File: src/rtl/dds_nco_ctrl.sv
// Multi-channel NCO controller: tuning word, phase accumulator, per-channel
// offsets and chirp sweep, sequenced through IDLE/LOAD/RUN/SWEEP.
module dds_nco_ctrl #(
    parameter int PHASE_W = 24,
    parameter int OUT_W   = 10,
    parameter int NUM_CH  = 2,
    localparam int CH_W   = (NUM_CH > 1) ? $clog2(NUM_CH) : 1
) (
    input  logic                      clk,
    input  logic                      rst,
    input  logic                      en_i,
    input  logic                      load_i,
    input  logic                      mode_i,
    input  logic [PHASE_W-1:0]        freq_i,
    input  logic [PHASE_W-1:0]        step_i,
    input  logic [PHASE_W-1:0]        fmax_i,
    input  logic                      sync_i,
    input  logic                      off_we_i,
    input  logic [CH_W-1:0]           off_ch_i,
    input  logic [PHASE_W-1:0]        off_i,
    output logic [NUM_CH*OUT_W-1:0]   phase_o,
    output logic                      valid_o,
    output logic                      wrap_o,
    output logic                      sweep_done_o,
    output logic [PHASE_W-1:0]        freq_o,
    output logic [1:0]                state_o
);

    typedef enum logic [1:0] {
        S_IDLE  = 2'd0,
        S_LOAD  = 2'd1,
        S_RUN   = 2'd2,
        S_SWEEP = 2'd3
    } state_t;

    state_t               r_state;
    state_t               w_next;
    logic [PHASE_W-1:0]   r_acc;
    logic [PHASE_W-1:0]   r_freq;
    logic [PHASE_W-1:0]   r_fstart;
    logic [PHASE_W-1:0]   r_step;
    logic [PHASE_W-1:0]   r_fmax;
    logic                 r_mode;
    logic [PHASE_W-1:0]   r_off [NUM_CH];
    logic [NUM_CH*OUT_W-1:0] r_phase;
    logic                 r_valid;
    logic                 r_wrap;
    logic                 r_done;

    logic [PHASE_W:0]     w_sum;
    logic [PHASE_W-1:0]   w_acc_new;
    logic                 w_wrap;
    logic [PHASE_W:0]     w_s;
    logic                 w_over;
    logic [NUM_CH*OUT_W-1:0] w_phase;
    logic                 w_off_ok;

    // Truncated phase index of accumulator plus offset, modulo 2^PHASE_W.
    function automatic logic [OUT_W-1:0] f_idx(
        input logic [PHASE_W-1:0] a,
        input logic [PHASE_W-1:0] b
    );
        logic [PHASE_W-1:0] s;
        s = a + b;
        return s[PHASE_W-1 -: OUT_W];
    endfunction

    always_comb begin
        w_next = r_mode ? S_SWEEP : S_RUN;
        if (!en_i) begin
            w_next = S_IDLE;
        end else if (load_i) begin
            w_next = S_LOAD;
        end
    end

    always_comb begin
        w_sum     = {1'b0, r_acc} + {1'b0, r_freq};
        w_acc_new = sync_i ? '0 : w_sum[PHASE_W-1:0];
        w_wrap    = ~sync_i & w_sum[PHASE_W];
        w_s       = {1'b0, r_freq} + {1'b0, r_step};
        w_over    = (w_s > {1'b0, r_fmax});
        w_off_ok  = (int'(off_ch_i) < NUM_CH);
        w_phase   = '0;
        for (int k = 0; k < NUM_CH; k++) begin
            w_phase[k*OUT_W +: OUT_W] = f_idx(w_acc_new, r_off[k]);
        end
    end

    always_ff @(posedge clk or negedge rst) begin
        if (!rst) begin
            r_state  <= S_IDLE;
            r_acc    <= '0;
            r_freq   <= '0;
            r_fstart <= '0;
            r_step   <= '0;
            r_fmax   <= '0;
            r_mode   <= 1'b0;
            r_phase  <= '0;
            r_valid  <= 1'b0;
            r_wrap   <= 1'b0;
            r_done   <= 1'b0;
            for (int k = 0; k < NUM_CH; k++) begin
                r_off[k] <= '0;
            end
        end else begin
            r_state <= w_next;
            r_wrap  <= 1'b0;
            r_done  <= 1'b0;
            if (off_we_i && w_off_ok) begin
                r_off[off_ch_i] <= off_i;
            end
            unique case (w_next)
                S_IDLE: begin
                    r_acc    <= '0;
                    r_freq   <= '0;
                    r_fstart <= '0;
                    r_step   <= '0;
                    r_fmax   <= '0;
                    r_mode   <= 1'b0;
                    r_phase  <= '0;
                    r_valid  <= 1'b0;
                end
                S_LOAD: begin
                    r_freq   <= freq_i;
                    r_fstart <= freq_i;
                    r_step   <= step_i;
                    r_fmax   <= fmax_i;
                    r_mode   <= mode_i;
                    r_valid  <= 1'b0;
                end
                S_RUN: begin
                    r_acc   <= w_acc_new;
                    r_wrap  <= w_wrap;
                    r_phase <= w_phase;
                    r_valid <= 1'b1;
                end
                S_SWEEP: begin
                    r_acc   <= w_acc_new;
                    r_wrap  <= w_wrap;
                    r_phase <= w_phase;
                    r_valid <= 1'b1;
                    if (w_over) begin
                        r_freq <= r_fstart;
                        r_done <= 1'b1;
                    end else begin
                        r_freq <= w_s[PHASE_W-1:0];
                    end
                end
                default: ;
            endcase
        end
    end

    assign phase_o      = r_phase;
    assign valid_o      = r_valid;
    assign wrap_o       = r_wrap;
    assign sweep_done_o = r_done;
    assign freq_o       = r_freq;
    assign state_o      = r_state;

endmodule

File: config.mk
export PLATFORM = sky130hd
export DESIGN_NAME = dds_nco_ctrl
export DESIGN_NICKNAME = d
export VERILOG_FILES = /design/src/rtl/dds_nco_ctrl.sv
export SDC_FILE = /design/constraint.sdc
export NUM_CORES = 1
export LEC_CHECK = 0
export CELL_PAD_IN_SITES_DETAIL_PLACEMENT = 0
export CELL_PAD_IN_SITES_GLOBAL_PLACEMENT = 1
export CORE_MARGIN = 10
export CORE_UTILIZATION = 45
export CTS_BUF_LIST = sky130_fd_sc_hd__clkbuf_2 sky130_fd_sc_hd__clkbuf_4 sky130_fd_sc_hd__clkbuf_8
export DETAILED_ROUTE_END_ITERATION = 6
export PLACE_DENSITY_LB_ADDON = 0.1
export SYNTH_ARGS = -nofsm -noshare
export SYNTH_HDL_FRONTEND = slang
export SYNTH_SLANG_ARGS = --single-unit
File: constraint.sdc
create_clock -name clk -period 5.9 [get_ports clk]
set_clock_uncertainty 0.15 [all_clocks]
set_input_delay 0.885 -clock clk [delete_from_list [all_inputs] [get_ports clk]]
set_output_delay 0.885 -clock clk [all_outputs]
set_load 0.05 [all_outputs]
# Word-level counts from Yosys, hierarchy flattened
# Index checks and enable logic that the tools add are counted.
[word_totals] input_bits=104 output_inout_bits=49 reg_bits=194 wordCells=52
[classes] bitwise_logic=3 muxes=19 n_eq_ne=3 order_cmp=3 n_reduce_logical=7 add_sub_neg=4
[ops] op="24-bit case mux with 2 select lines" count=4
[ops] op="24-bit 2-to-1 mux" count=3
[ops] op="24-bit case mux with 3 select lines" count=1
[ops] op="24-bit by 24-bit adder with 25-bit output" count=2
[ops] op="24-bit adder" count=2
[ops] op="48-bit bitwise mux" count=1
[ops] op="20-bit case mux with 2 select lines" count=1
[ops] op="25-bit by 24-bit greater-than comparator with 1-bit output" count=1
[ops] op="24-bit demux with 1-bit select" count=1
[ops] op="2-bit == test (second input constant)" count=2
[ops] op="1-bit 2-to-1 mux" count=4
[ops] op="2-bit 2-to-1 mux" count=2
[ops] op="1-bit case mux with 2 select lines" count=2
[ops] op="2-bit nonzero test" count=2
[ops] op="2-bit OR reduction" count=2
[ops] op="3-bit nonzero test" count=1
[ops] op="2-bit by 1-bit == test with 1-bit output (second input constant)" count=1
[ops] op="2-bit >= comparator (second input constant)" count=1
[ops] op="2-bit logical NOT" count=1
[ops] op="2-bit by 1-bit < comparator with 1-bit output (second input constant)" count=1
[ops] op="1-bit NOT with 2-bit output" count=1
[ops] op="1-bit bitwise AND" count=1
[ops] op="1-bit logical AND" count=1
[ops] op="1-bit NOT" count=1

# Logic depth before layout (Yosys ltp)
# Gate-level depths: netlist of the first run.
[depth] ltp_word=6 ltp_mapped=21 mapped_depth_nobuf=21

# Least setup slack after synthesis of the first run
# Ideal clock, no wire load.
[synth_timing] kind="reg-to-reg" start="reg r_freq[0], in the netlist freq_o[0]" end="reg r_phase[8], in the netlist phase_o[8]" path_stages_with_launch=21 setup_ns=0.126 arrival_time_ns=4.369 path_buffers=0 synth_period_minus_slack_ns=4.645 required_time_ns=5.624 path_slack_ns=1.255 cell_sequence="dfrtp_1 > ha_1 > inv_1 > fa_1 > nor2b_1 > o21a_1 > o21ai_0 > a21oi_1 > a41o_1 > o41ai_1 > xor2_1 > nor2_1 > ha_1 > a21o_1 > a21o_1 > a21oi_1 > a2bb2oi_1 > o21ai_0 > o41a_1 > a21o_1 > a221o_1"
[synth_via] elab_chain_len=4
[synth_rtl] element="start, declared" line_no="39" source="logic [PHASE_W-1:0] r_freq;"
[synth_rtl] element="start signal, assigned" line_no="125" source="r_freq <= freq_i;"
[synth_rtl] element="start signal, assigned" line_no="144" source="r_freq <= r_fstart;"
[synth_rtl] element="start signal, assigned" line_no="147" source="r_freq <= w_s[PHASE_W-1:0];"
[synth_rtl] element="24-bit by 24-bit adder with 25-bit output" line_no="78" source="w_sum = {1'b0, r_acc} + {1'b0, r_freq};"
[synth_rtl] element="24-bit 2-to-1 mux" line_no="79" source="w_acc_new = sync_i ? '0 : w_sum[PHASE_W-1:0];"
[synth_rtl] element="24-bit adder" line_no="64" source="s = a + b;"
[synth_rtl] element="20-bit case mux with 2 select lines" line_no="113" source="unique case (w_next)"
[synth_rtl] element="end signal, assigned" line_no="135" source="r_phase <= w_phase;"
[synth_rtl] element="end signal, assigned" line_no="141" source="r_phase <= w_phase;"
[synth_rtl] element="end, declared" line_no="45" source="logic [NUM_CH*OUT_W-1:0] r_phase;"
# No other way between the ends.
# A chain may end at the register's enable or synchronous reset.

# Worst setup path in the final report of the first run
[layout_timing] start="reg r_freq[0], in the netlist freq_o[0]" end="reg r_freq[17], in the netlist freq_o[17]"
[layout_via] elab_chain_len=4
[layout_rtl] element="24-bit by 24-bit adder with 25-bit output (*)" line_no="81" source="w_s = {1'b0, r_freq} + {1'b0, r_step};"
[layout_rtl] element="25-bit by 24-bit greater-than comparator with 1-bit output" line_no="82" source="w_over = (w_s > {1'b0, r_fmax});"
[layout_rtl] element="24-bit 2-to-1 mux (*)" line_no="143" source="if (w_over) begin"
[layout_rtl] element="24-bit case mux with 3 select lines (*)" line_no="113"
# Mark *: on every way between the ends. The rest lies on a longest branch, timed or not.

==> impl_results.md, run 1 <==
- Post-synth net total: 1506
- Switch share: about 37%
- Iteration-0 DRC count of the detailed router: 432
- Die footprint: 35100 um^2
- CTS tree: built
- Largest voltage drop on the vdd net: 0.170 mV
- I/O pin cnt: roughly 150
- Number of H-tree levels: 4
- Number of max-cap violations: 0
- Largest net degree at the start of global routing: about 110
- Part of the power in the clock network: approximately 26%
- Clock transition at the register clock pins on the worst setup and hold paths after CTS: roughly 0.12 ns
- Worst hold path type: primary input to asynchronous set/reset pin
- Final Cycle Share: 87.8%
- Vias in the first global route: 10200
- Required time of the worst setup path: 6.07 ns
- Overall power after layout: 3530 uW
- Global routing met2 resource utilization: 32.3%
- Maximum net fanout on the critical path: 13
- Number of standard cells in the final layout excluding fillers: 1804
- Top cells by area in the synthesized netlist: sky130_fd_sc_hd__dfrtp_1 38%, sky130_fd_sc_hd__ha_1 12%, sky130_fd_sc_hd__mux2i_1 6.6%, sky130_fd_sc_hd__nor2b_1 4.6%, sky130_fd_sc_hd__mux2_2 4.3%
- Arrival time worst endpoint: 5.35 ns
- Rel. slew slack: 22.2%
- Bufs on Longest Clock Path: 2
- Fin nets: between 1500 and 2000
- Cell type with the highest aggregate area in the netlist: sky130_fd_sc_hd__dfrtp_1
- Combinational share of power: 31.3%
- Detailed-route vias per instance: between 5 and 6
- Placed Area: roughly 14000 um^2
- Count of input and output buffers: 152
- Leakage power of the design: 0.00684 uW
- Post-CTS Hold Fix Bufs: 0
- R2R cell count: 19
- Ys Warns: 0
- Met3 track demand over resource: under 10%
- Number of clock sinks: 193
- Unrepaired setup endpoints after global routing: false
- DRC violation count after routing: 0
- Global route total overflow: 0
- Synthesized instance count: 1284
- Worst-Margin Slew: ~1.2 ns
- Run status: finished clean
- Minimum clock period: 5.18 ns
- Internal power contribution: between 2000 and 2500 uW
- Routed WL per cell: 19.6 um
- Post-CTS Setup Inserts: 0
- Gp weighted congestion: just over 0.9
- Slack of the worst reg-to-reg path: 0.72 ns
- Average cell area after synthesis: 9.80 um^2
- Worst flop-to-flop path endpoint: freq_o[17]$_DFFE_PN0P_
- Area share of the largest cell type after synthesis: approximately two fifths
- Proportion of synthesized flip-flops having asynchronous set or reset: 100%
- Met1 demand-to-capacity share in global routing: 27.5%
- Placeable Area: ~28000 um^2
- Number of standard-cell rows in the floorplan: 61
- Antenna Nets Post-Route: 0
- Maximum frequency from static timing analysis: a little under 0.2 GHz
- Setup TNS: 0 ns
- Starting density of the core: between 40 and 50%
- Number of enable-type register cells in the synthesized netlist: 0
- First-pass GRT wire length: about 57000 um
- Worst Hold Margin: 0.286 ns
- Number of search-and-repair iterations in the first detailed-routing pass: 5
- Antenna violations before repair: 0
- Vias post-DR: between 10000 and 15000
- Final setup violating endpoints: 0
- Number of resized instances in the post-cts repair step: 0
- Post-route cell area: about 15000 um^2
- Vertical die dimension: 187 um
- TritonCTS Buffers: 17
- Cell Count Post-Placement: 1772
- Detailed-route wire length: 35300 um
- Unique masters post-synth: 74
- Final HPWL from detailed placement: 26100 um
- Total Routing Usage GR: 20.0%
- Category of the critical setup timing path: flop to flop
- Final Hold Violating Endpoints: 0
- Crit path launch type: flop
- Sequential area share after synthesis: between 30% and 40%
- Total net switching power: 1300 uW
- Clock Root Buffer: sky130_fd_sc_hd__clkbuf_8
- Clock Latency Late Sink: ~0.5 ns
- Element type at the critical path end: flop
- Reg2Reg Launch Point: freq_o[0]$_DFFE_PN0P_
- Pins Over Slew Limit: 0
- Overall die width: between 150 and 200 um
- Sequential power share: a little over two fifths
- Antenna cell count: 0
- Commonest register cell after synthesis: sky130_fd_sc_hd__dfrtp_1
- Register bit total from synthesis: 193
- Power per standard cell area: 237 nW/um^2
- Layout overhead on the synthesized area: 18.1%
- Fraction of final layout cells with drive strength greater than 1: roughly 7.9%
- Global-route layer with the greatest usage: met2
- Cell Area, Synth: 12600 um^2
## how the worst max path moves through the flow
stage | end | slack [ns] | depth (start not counted) | startpoint
after floorplan | phase_o[8]$_DFFE_PN0P_ | 1.26 | 20 | freq_o[0]$_DFFE_PN0P_
after global placement | freq_o[17]$_DFFE_PN0P_ | 0.85 | 19 | freq_o[0]$_DFFE_PN0P_
after detailed placement | freq_o[17]$_DFFE_PN0P_ | 0.82 | 19 | freq_o[0]$_DFFE_PN0P_
after CTS | freq_o[17]$_DFFE_PN0P_ | 0.76 | 19 | freq_o[0]$_DFFE_PN0P_
after global routing | freq_o[17]$_DFFE_PN0P_ | 0.42 | 19 | freq_o[0]$_DFFE_PN0P_
final | freq_o[17]$_DFFE_PN0P_ | 0.72 | 19 | freq_o[0]$_DFFE_PN0P_
## synthesized netlist by cell type, types with 9 or more instances
cell,instances
sky130_fd_sc_hd__mux2i_1,83
sky130_fd_sc_hd__nor3_1,25
sky130_fd_sc_hd__and2_1,21
sky130_fd_sc_hd__and3_1,12
sky130_fd_sc_hd__clkbuf_1,43
sky130_fd_sc_hd__inv_1,43
sky130_fd_sc_hd__o21ai_1,11
sky130_fd_sc_hd__xor2_1,22
sky130_fd_sc_hd__nand3_1,25
sky130_fd_sc_hd__a21boi_0,9
sky130_fd_sc_hd__a21oi_1,64
sky130_fd_sc_hd__nor2_1,67
sky130_fd_sc_hd__dfrtp_1,193
sky130_fd_sc_hd__o31ai_1,14
sky130_fd_sc_hd__mux2_2,48
sky130_fd_sc_hd__ha_1,116
sky130_fd_sc_hd__nor2b_1,93
sky130_fd_sc_hd__o21ai_0,70
sky130_fd_sc_hd__a31oi_1,12
sky130_fd_sc_hd__nand2_1,85
sky130_fd_sc_hd__a211oi_1,17
sky130_fd_sc_hd__xnor2_1,31
sky130_fd_sc_hd__nand4_1,15
sky130_fd_sc_hd__nand2b_1,10
sky130_fd_sc_hd__o21a_1,17
sky130_fd_sc_hd__a21o_1,30
sky130_fd_sc_hd__a22o_1,9
## layout by cell type (no fill, tap or decap), types with 4 or more instances in the layout
master / count
sky130_fd_sc_hd__a21o_1: 30
sky130_fd_sc_hd__a21oi_1: 64
sky130_fd_sc_hd__buf_4: 15
sky130_fd_sc_hd__nand3_1: 25
sky130_fd_sc_hd__a21boi_0: 9
sky130_fd_sc_hd__o21bai_1: 7
sky130_fd_sc_hd__o211ai_1: 5
sky130_fd_sc_hd__a211oi_1: 17
sky130_fd_sc_hd__nor2_1: 67
sky130_fd_sc_hd__clkbuf_8: 19
sky130_fd_sc_hd__clkinv_8: 5
sky130_fd_sc_hd__and3_1: 12
sky130_fd_sc_hd__inv_6: 5
sky130_fd_sc_hd__mux2i_1: 83
sky130_fd_sc_hd__inv_1: 43
sky130_fd_sc_hd__clkdlybuf4s50_1: 149
sky130_fd_sc_hd__xnor2_1: 31
sky130_fd_sc_hd__a22o_1: 9
sky130_fd_sc_hd__or3_1: 4
sky130_fd_sc_hd__o211a_1: 6
sky130_fd_sc_hd__o21ai_0: 70
sky130_fd_sc_hd__a2bb2oi_1: 7
sky130_fd_sc_hd__nor2b_1: 92
sky130_fd_sc_hd__mux2_2: 48
sky130_fd_sc_hd__nand2_1: 85
sky130_fd_sc_hd__ha_1: 116
sky130_fd_sc_hd__nand2b_1: 10
sky130_fd_sc_hd__nand4_1: 15
sky130_fd_sc_hd__a31oi_1: 12
sky130_fd_sc_hd__dfrtp_1: 193
sky130_fd_sc_hd__and2_1: 21
sky130_fd_sc_hd__and4_1: 4
sky130_fd_sc_hd__o31ai_1: 14
sky130_fd_sc_hd__o21a_1: 17
sky130_fd_sc_hd__o21ai_1: 11
sky130_fd_sc_hd__xor2_1: 22
sky130_fd_sc_hd__nor3_1: 25
## per-layer routing
layer | part of all wire (%) | vias up
li1 | - | 4911
met1 | 49 | 4919
met2 | 46 | 174
met3 | 3.9 | 24
met4 | 1.2 | 0
met5 | 0 | -
## per-stage QoR
step | setup WS [ns] | util (%)
after floorplan | 1.26 | -
after detailed placement | 0.816 | 52.2
after CTS | 0.760 | 53.6
final | 0.721 | 53.6
after global placement | 0.849 | 52.2
after global routing | 0.421 | 53.6
## registers in the layout, summed over array words and instances (netlist names)
register / cells
r_off: 48
freq_o: 24
r_acc: 24
r_fmax: 24
r_fstart: 24
r_step: 24
phase_o: 20
state_o: 2
r_mode: 1
sweep_done_o: 1
wrap_o: 1
## layout make-up
type                            count  area, um^2
Fill cell                        2592       12800
Multi-Input combinational cell    990        7350
Sequential cell                   193        4830
Timing Repair Buffer              167        1630
Tap cell                          378         473
Clock buffer                       18         248
Inverter                           44         165
Clock inverter                     14         161
## cells by family (layout without fill, tap and decap cells)
kind of cell	after synthesis	count (layout)	share of synthesized area, %
compound gates	315	315	16.6
xor+xnor	53	53	3.69
fa+ha+maj	118	118	11.9
buf+inv	101	243	3.24
flops	193	193	38.4
mux	131	131	10.9
simple gates	373	373	15.3
## worst max-delay path: stages, from the launching register on
cell	delay [ns]
sky130_fd_sc_hd__dfrtp_1	0.43
sky130_fd_sc_hd__ha_1	0.21
sky130_fd_sc_hd__inv_1	0.06
sky130_fd_sc_hd__fa_1	0.40
sky130_fd_sc_hd__nor2b_1	0.17
sky130_fd_sc_hd__o31a_1	0.24
sky130_fd_sc_hd__o2111ai_2	0.17
sky130_fd_sc_hd__a21oi_1	0.35
sky130_fd_sc_hd__o21ai_0	0.14
sky130_fd_sc_hd__a21oi_1	0.17
sky130_fd_sc_hd__xor2_1	0.26
sky130_fd_sc_hd__ha_1	0.31
sky130_fd_sc_hd__a211oi_1	0.20
sky130_fd_sc_hd__o21ai_0	0.12
sky130_fd_sc_hd__a211oi_1	0.18
sky130_fd_sc_hd__o21ai_0	0.12
sky130_fd_sc_hd__o22ai_1	0.19
sky130_fd_sc_hd__and2_1	0.74
sky130_fd_sc_hd__mux2i_1	0.26
sky130_fd_sc_hd__a31oi_1	0.10
## power by group through the flow
stage,Clock (uW),Combinational [uW],Sequential [uW]
2_1_floorplan,0,647,1630
4_1_cts,930,1110,1520
5_1_grt,973,1220,1540
3_5_place_dp,0,1110,1550
6_report,904,1100,1520
3_3_place_gp,0,1100,1540
No activity file was read; power rests on OpenSTA's default activity.
==> run 2: changes to the inputs <==
--- a/config.mk
+++ b/config.mk
@@ -12,6 +12,7 @@
 export CTS_BUF_LIST = sky130_fd_sc_hd__clkbuf_2 sky130_fd_sc_hd__clkbuf_4 sky130_fd_sc_hd__clkbuf_8
 export DETAILED_ROUTE_END_ITERATION = 6
 export PLACE_DENSITY_LB_ADDON = 0.1
+export REMOVE_ABC_BUFFERS = 1
 export SYNTH_ARGS = -nofsm -noshare
 export SYNTH_HDL_FRONTEND = slang
 export SYNTH_SLANG_ARGS = --single-unit
==> run 2 against run 1 <==
  * First-iteration DRC count rose by 47%
  * Wire length fell by 2.3%
  * Maximum frequency rose by 1.3%
  * Flip-flop and latch count did not move
  * Worst setup slack improved by 0.068 ns
  * Die area did not move
  * Clock power fell by 4.8%
  * Worst hold slack improved by 0.052 ns
  * Combinational power barely moved
  * Critical path depth rose by 1
  * Final area fell by 0.23%
  * Via count fell by 0.99%
  * Largest cell class unchanged
  * Highest routed layer unchanged
==> impl_results.md, run 2 (synthesis gave the netlist of run 1 again) <==
- Clock transition at the register clock pins on the worst setup and hold paths after CTS: 0.11 ns
- Routed WL per cell: 19.1 um
- Slack of the worst reg-to-reg path: 0.79 ns
- Antenna violations before repair: 0
- Fin nets: 1634
- Total Routing Usage GR: 19.5%
- Maximum frequency from static timing analysis: 0.196 GHz
- Post-route cell area: 14800 um^2
- Reg2Reg Launch Point: freq_o[0]$_DFFE_PN0P_
- Number of H-tree levels: 4
- Setup TNS: 0 ns
- Layout overhead on the synthesized area: 17.8%
- Worst flop-to-flop path endpoint: freq_o[17]$_DFFE_PN0P_
- Worst-Margin Slew: 1.04 ns
- Number of standard-cell rows in the floorplan: 61
- Largest voltage drop on the vdd net: about 0.13 mV
- Unrepaired setup endpoints after global routing: false
- Placed Area: 14500 um^2
- Number of clock sinks: about 190
- Final Cycle Share: 86.6%
- Highest-count cells in the layout ignoring fill and taps: 193 x sky130_fd_sc_hd__dfrtp_1, 149 x sky130_fd_sc_hd__clkdlybuf4s50_1, 116 x sky130_fd_sc_hd__ha_1
- First-pass GRT wire length: 55400 um
- Delay of the slowest critical-path stage: 0.41 ns
- Most used cell, CP: sky130_fd_sc_hd__o21ai_0
- Minimum clock period: 5.11 ns
- Number of max-cap violations: 0
- DRC violation count after routing: 0
- Final Hold Violating Endpoints: 0
- TritonCTS Buffers: 17
- Final HPWL from detailed placement: 25200 um
- CP Cell Sequence: ha_1 > inv_1 > fa_1 > nor2b_1 > o31a_1 > o2111ai_2 > a21oi_1 > o21ai_0 > a21oi_1 > xor2_1 > ha_1 > a211oi_1 > o21ai_0 > a211oi_1 > o21ai_0 > o22ai_1 > and2_1 > buf_4 > mux2i_1 > a31oi_1
- Arrival time worst endpoint: 5.31 ns
- Crit path launch type: flop
- Gp weighted congestion: 0.911
- Global route total overflow: 0
- Least setup slack across all paths after layout: 0.789 ns
- Post-CTS Setup Inserts: 0
- Largest net degree at the start of global routing: 103
- Detailed-route vias per instance: 5.51
- Antenna cell count: 0
- Destination of the critical timing path: freq_o[17]$_DFFE_PN0P_
- Number of flip-flops under the largest register name: 48
- CTS tree: built
- Antenna Nets Post-Route: 0
- Pins Over Slew Limit: 0
- I/O pin cnt: 153
- Overall power after layout: between 3000 and 4000 uW
- Clock Root Buffer: sky130_fd_sc_hd__clkbuf_8
- Post-placement worst setup slack: approximately 0.89 ns
- Final setup violating endpoints: 0
- Largest register by flop count: r_off
- Power per standard cell area: 235 nW/um^2
- Vertical die dimension: ~190 um
- Number of resized instances in the post-cts repair step: 0
- Post-layout utilization of the core: between 50% and 60%
- Die footprint: 35100 um^2
- Worst hold path type: primary input to asynchronous set/reset pin
- Number of search-and-repair iterations in the first detailed-routing pass: 5
- Count of input and output buffers: between 150 and 200
- Element type at the critical path end: flop
- Vias post-DR: 9929
- R2R cell count: 20
- Required time of the worst setup path: approximately 6 ns
- Detailed-route wire length: 34500 um
- Most common library cell in the layout ignoring fill and taps: sky130_fd_sc_hd__dfrtp_1
- Run status: finished clean
- Fraction of final layout cells with drive strength greater than 1: between 7 and 8%
- Category of the critical setup timing path: flop to flop
- Launch point of the critical path: freq_o[0]$_DFFE_PN0P_
- Maximum net fanout on the critical path: 9
- Vias in the first global route: 9952
- Clock Latency Late Sink: between 0.4 and 0.5 ns
- Rel. slew slack: 30.8%
- Placeable Area: approximately 28000 um^2
- Iteration-0 DRC count of the detailed router: 636
- Overall die width: 187 um
- Starting density of the core: 45.4%
- Post-CTS Hold Fix Bufs: 0
- Bufs on Longest Clock Path: 2
- Leakage power of the design: just under 0.007 uW
- Slowest cell on crit path: sky130_fd_sc_hd__dfrtp_1
==> run 2: changes by cell type in the layout (fill, tap and decap cells not counted), moves of 2 or more <==
cell	delta
sky130_fd_sc_hd__clkinv_4	+5
sky130_fd_sc_hd__clkinv_8	-5
sky130_fd_sc_hd__inv_6	-3
sky130_fd_sc_hd__inv_8	+2
==> run 2: worst min path at each step <==
stage / start / to / slack [ns] / depth (start not counted)
after floorplan: r_acc[11]$_DFFE_PN0P_ / r_acc[11]$_DFFE_PN0P_ / 0.30 / 2
after global placement: r_acc[22]$_DFFE_PN0P_ / r_acc[22]$_DFFE_PN0P_ / 0.32 / 2
after detailed placement: r_acc[22]$_DFFE_PN0P_ / r_acc[22]$_DFFE_PN0P_ / 0.33 / 2
after CTS: r_acc[22]$_DFFE_PN0P_ / r_acc[22]$_DFFE_PN0P_ / 0.35 / 2
after global routing: r_acc[20]$_DFFE_PN0P_ / r_acc[20]$_DFFE_PN0P_ / 0.37 / 2
final: rst / r_fmax[22]$_DFFE_PN0P_ / 0.34 / 1
==> run 2: where the power goes <==
group,internal [uW],total (uW),switching [uW]
registers,1430,1520,83.6
clock network,325,861,536
logic,468,1100,634
total,2230,3480,1250
==> run 2: per-layer routing <==
metal,part of all wire [%],vias to the layer above,track usage (%)
li1,-,4902,-
met5,0,-,0
met4,0.79,0,3.63
met3,4.7,19,3.41
met1,48,4789,27.0
met2,46,219,31.5
==> run 2: critical path, delay by kind of cell (launching register included) <==
family	cells	cell delay (ns)
and+or+nand+nor	2	0.55
muxes	1	0.20
adders and majority gates	3	0.94
DFF	1	0.41
xor gates and xnor gates	1	0.27
buffers and inverters	2	0.35
AOI/OAI and AO/OA	11	2.12
==> run 2: through the flow <==
| step | hold slack, ns | cells |
|---|---|---|
| floorplan | 0.303 | 1227 |
| global placement | 0.317 | 1771 |
| detailed placement | 0.326 | 1771 |
| CTS | 0.351 | 1803 |
| global route | 0.370 | 1803 |
| finish | 0.338 | 1803 |
==> run 2: layout make-up <==
type	instances	area (um^2)
clock buffers	19	255
fillers	2558	12900
clock inverters	13	120
inverters	44	165
flip-flops and latches	193	4830
well taps	378	473
repair buffers	166	1630
multi-input cells	990	7360
==> run 3: changes to the inputs <==
--- a/config.mk
+++ b/config.mk
@@ -11,7 +11,7 @@
 export CORE_UTILIZATION = 45
 export CTS_BUF_LIST = sky130_fd_sc_hd__clkbuf_2 sky130_fd_sc_hd__clkbuf_4 sky130_fd_sc_hd__clkbuf_8
 export DETAILED_ROUTE_END_ITERATION = 6
-export PLACE_DENSITY_LB_ADDON = 0.1
+export PLACE_DENSITY = 0.79
 export REMOVE_ABC_BUFFERS = 1
 export SYNTH_ARGS = -nofsm -noshare
 export SYNTH_HDL_FRONTEND = slang
==> run 3 against run 2 <==
  * First-iteration DRC count grew 24%
  * Non-clock buffer count grew 2
  * Register-to-register slack lost 0.17 ns
  * Critical path type unchanged
  * Worst setup slack lost 0.17 ns
  * Highest routed layer unchanged
  * Core utilization grew 0.072 points
==> impl_results.md, run 3 (synthesis gave the netlist of run 1 again) <==
- Total Routing Usage GR: 19.1%
- Clock Root Buffer: sky130_fd_sc_hd__clkbuf_8
- Leakage power of the design: 0.00684 uW
- Detailed-route wire length: 34100 um
- Final setup violating endpoints: 0
- Highest-count cells in the layout ignoring fill and taps: 193 x sky130_fd_sc_hd__dfrtp_1, 149 x sky130_fd_sc_hd__clkdlybuf4s50_1, 116 x sky130_fd_sc_hd__ha_1
- Vias post-DR: 9980
- Final HPWL from detailed placement: 25100 um
- Most used cell, CP: sky130_fd_sc_hd__o21ai_0
- Crit path launch type: flop
- Buffers plus inverters on the worst setup path: 1
- Largest voltage drop on the vdd net: ~0.12 mV
- Clock Latency Late Sink: 0.48 ns
- Vias in the first global route: 10000
- Global route total overflow: 0
- Pins Over Slew Limit: 0
- Power per standard cell area: approximately 230 nW/um^2
- Iteration-0 DRC count of the detailed router: ~790
- Arrival time worst endpoint: 5.48 ns
- Maximum frequency from static timing analysis: ~0.19 GHz
- Largest register by flop count: r_off
- Worst hold path type: flop to flop
- Worst-Margin Slew: 1.03 ns
- Most common library cell in the layout ignoring fill and taps: sky130_fd_sc_hd__dfrtp_1
- Family of cells with the greatest summed delay on the critical path: compound AO/OA/AOI/OAI gates
- Element type at the critical path end: flop
- Required time of the worst setup path: 6.09 ns
- Unrepaired setup endpoints after global routing: false
- Antenna Nets Post-Route: 0
- Number of clock sinks: slightly below 200
- Post-CTS Hold Fix Bufs: 0
- First-pass GRT wire length: 54500 um
- Clock transition at the register clock pins on the worst setup and hold paths after CTS: 0.10 ns
- Number of flip-flops under the largest register name: 48
- Number of search-and-repair iterations in the first detailed-routing pass: 5
- Bufs on Longest Clock Path: 2
- Post-CTS Setup Inserts: 0
- TritonCTS Buffers: 17
- Delay of the slowest critical-path stage: 0.73 ns
- Routed WL per cell: 18.9 um
- Layout overhead on the synthesized area: 18.0%
- Rel. slew slack: 31.1%
- Antenna violations before repair: 0
- Minimum clock period: 5.28 ns
- Fill cell total of the finished layout: 2594
- CP Cell Sequence: ha_1 > inv_1 > fa_1 > nor2b_1 > o31a_1 > o2111ai_2 > a21oi_1 > o21ai_0 > a21oi_1 > xor2_1 > ha_1 > a211oi_1 > o21ai_0 > a211oi_1 > o21ai_0 > o22ai_1 > and2_1 > mux2i_1 > a31oi_1
- Maximum net fanout on the critical path: 13
- DRC violation count after routing: 0
- I/O pin cnt: ~150
- Largest net degree at the start of global routing: 110
- Gp weighted congestion: 0.904
- Overall die width: 187 um
- Fraction of final layout cells with drive strength greater than 1: 7.92%
- Overall power after layout: 3480 uW
- Category of the critical setup timing path: flop to flop
- Number of standard-cell rows in the floorplan: 61
- Starting density of the core: between 40% and 50%
- Slowest cell on crit path: sky130_fd_sc_hd__and2_1
- CTS tree: built
- Fin nets: 1636
- Number of max-cap violations: 0
- Die footprint: 35100 um^2
- Detailed-route vias per instance: 5.53
- Number of H-tree levels: 4
- Count of input and output buffers: 152
- Final Hold Violating Endpoints: 0
- Final Cycle Share: 89.6%
- Setup TNS: 0 ns
- Number of resized instances in the post-cts repair step: 0
- Vertical die dimension: around 190 um
- Run status: finished clean
- Placeable Area: 27700 um^2
-- run 3: cell count changes in the layout (fill, tap and decap cells not counted), sizes merged --
| cell | change |
|---|---|
| buf | +2 |
| clkinv | -1 |
| clkinvlp | +1 |
| diode | +1 |
-- run 3: power by group --
group	switching, uW	internal [uW]
clock network	534	331
registers	84.8	1430
logic	630	466
-- run 3: layout make-up --
type | instances | area (um^2) | area share (%)
tap | 378 | 473 | 3.19
antenna | 1 | 2.50 | 0.0169
timing repair buffer | 168 | 1640 | 11.1
clock buffer | 19 | 262 | 1.76
sequential | 193 | 4830 | 32.5
inverter | 44 | 165 | 1.11
multi-input combinational | 990 | 7350 | 49.5
clock inverter | 13 | 121 | 0.817
-- run 3: path summary, 6_finish.rpt --
path / startpoint / to / slack (ns) / cells past startpoint
min: r_acc[22]$_DFFE_PN0P_ / r_acc[22]$_DFFE_PN0P_ / 0.34 / 2
min reg2reg: r_acc[22]$_DFFE_PN0P_ / r_acc[22]$_DFFE_PN0P_ / 0.34 / 2
max reg2reg: freq_o[0]$_DFFE_PN0P_ / freq_o[17]$_DFFE_PN0P_ / 0.62 / 19
min in group asynchronous: rst / r_off[3]$_DFFE_PN0P_ / 0.37 / 1
max in group asynchronous: rst / freq_o[23]$_DFFE_PN0P_ / 4.06 / 2
max: freq_o[0]$_DFFE_PN0P_ / freq_o[17]$_DFFE_PN0P_ / 0.62 / 19
-- run 3: layer usage --
layer / global-route usage, % / routed length, um / share of wire (%) / up-vias
met5: 0 / 0 / 0 / -
met4: 4.87 / 530 / 1.6 / 0
met3: 3.49 / 1580 / 4.6 / 34
met2: 29.9 / 15400 / 45 / 222
met1: 26.6 / 16500 / 49 / 4819
li1: - / - / - / 4905
-- run 3: stage by stage --
step / std cells / setup slack [ns] / cell area (um^2) / hold slack (ns) / util, %
final: 1806 / 0.616 / 14800 / 0.344 / 53.6
after global routing: 1805 / 0.293 / 14800 / 0.379 / 53.6
after CTS: 1805 / 0.766 / 14800 / 0.347 / 53.6
after detailed placement: 1773 / 0.824 / 14500 / 0.324 / 52.2
after global placement: 1773 / 0.842 / 14500 / 0.316 / 52.2
after floorplan: 1227 / 0.607 / 12300 / 0.303 / -
-- run 3: worst register-to-register path, cell delays in order, from the launching register on --
cell and delay [ns]:
sky130_fd_sc_hd__dfrtp_1 0.42, sky130_fd_sc_hd__ha_1 0.21, sky130_fd_sc_hd__inv_1 0.06, sky130_fd_sc_hd__fa_1 0.40
sky130_fd_sc_hd__nor2b_1 0.16, sky130_fd_sc_hd__o31a_1 0.28, sky130_fd_sc_hd__o2111ai_2 0.21, sky130_fd_sc_hd__a21oi_1 0.39
sky130_fd_sc_hd__o21ai_0 0.14, sky130_fd_sc_hd__a21oi_1 0.19, sky130_fd_sc_hd__xor2_1 0.23, sky130_fd_sc_hd__ha_1 0.30
sky130_fd_sc_hd__a211oi_1 0.24, sky130_fd_sc_hd__o21ai_0 0.15, sky130_fd_sc_hd__a211oi_1 0.19, sky130_fd_sc_hd__o21ai_0 0.14
sky130_fd_sc_hd__o22ai_1 0.20, sky130_fd_sc_hd__and2_1 0.73, sky130_fd_sc_hd__mux2i_1 0.28, sky130_fd_sc_hd__a31oi_1 0.10
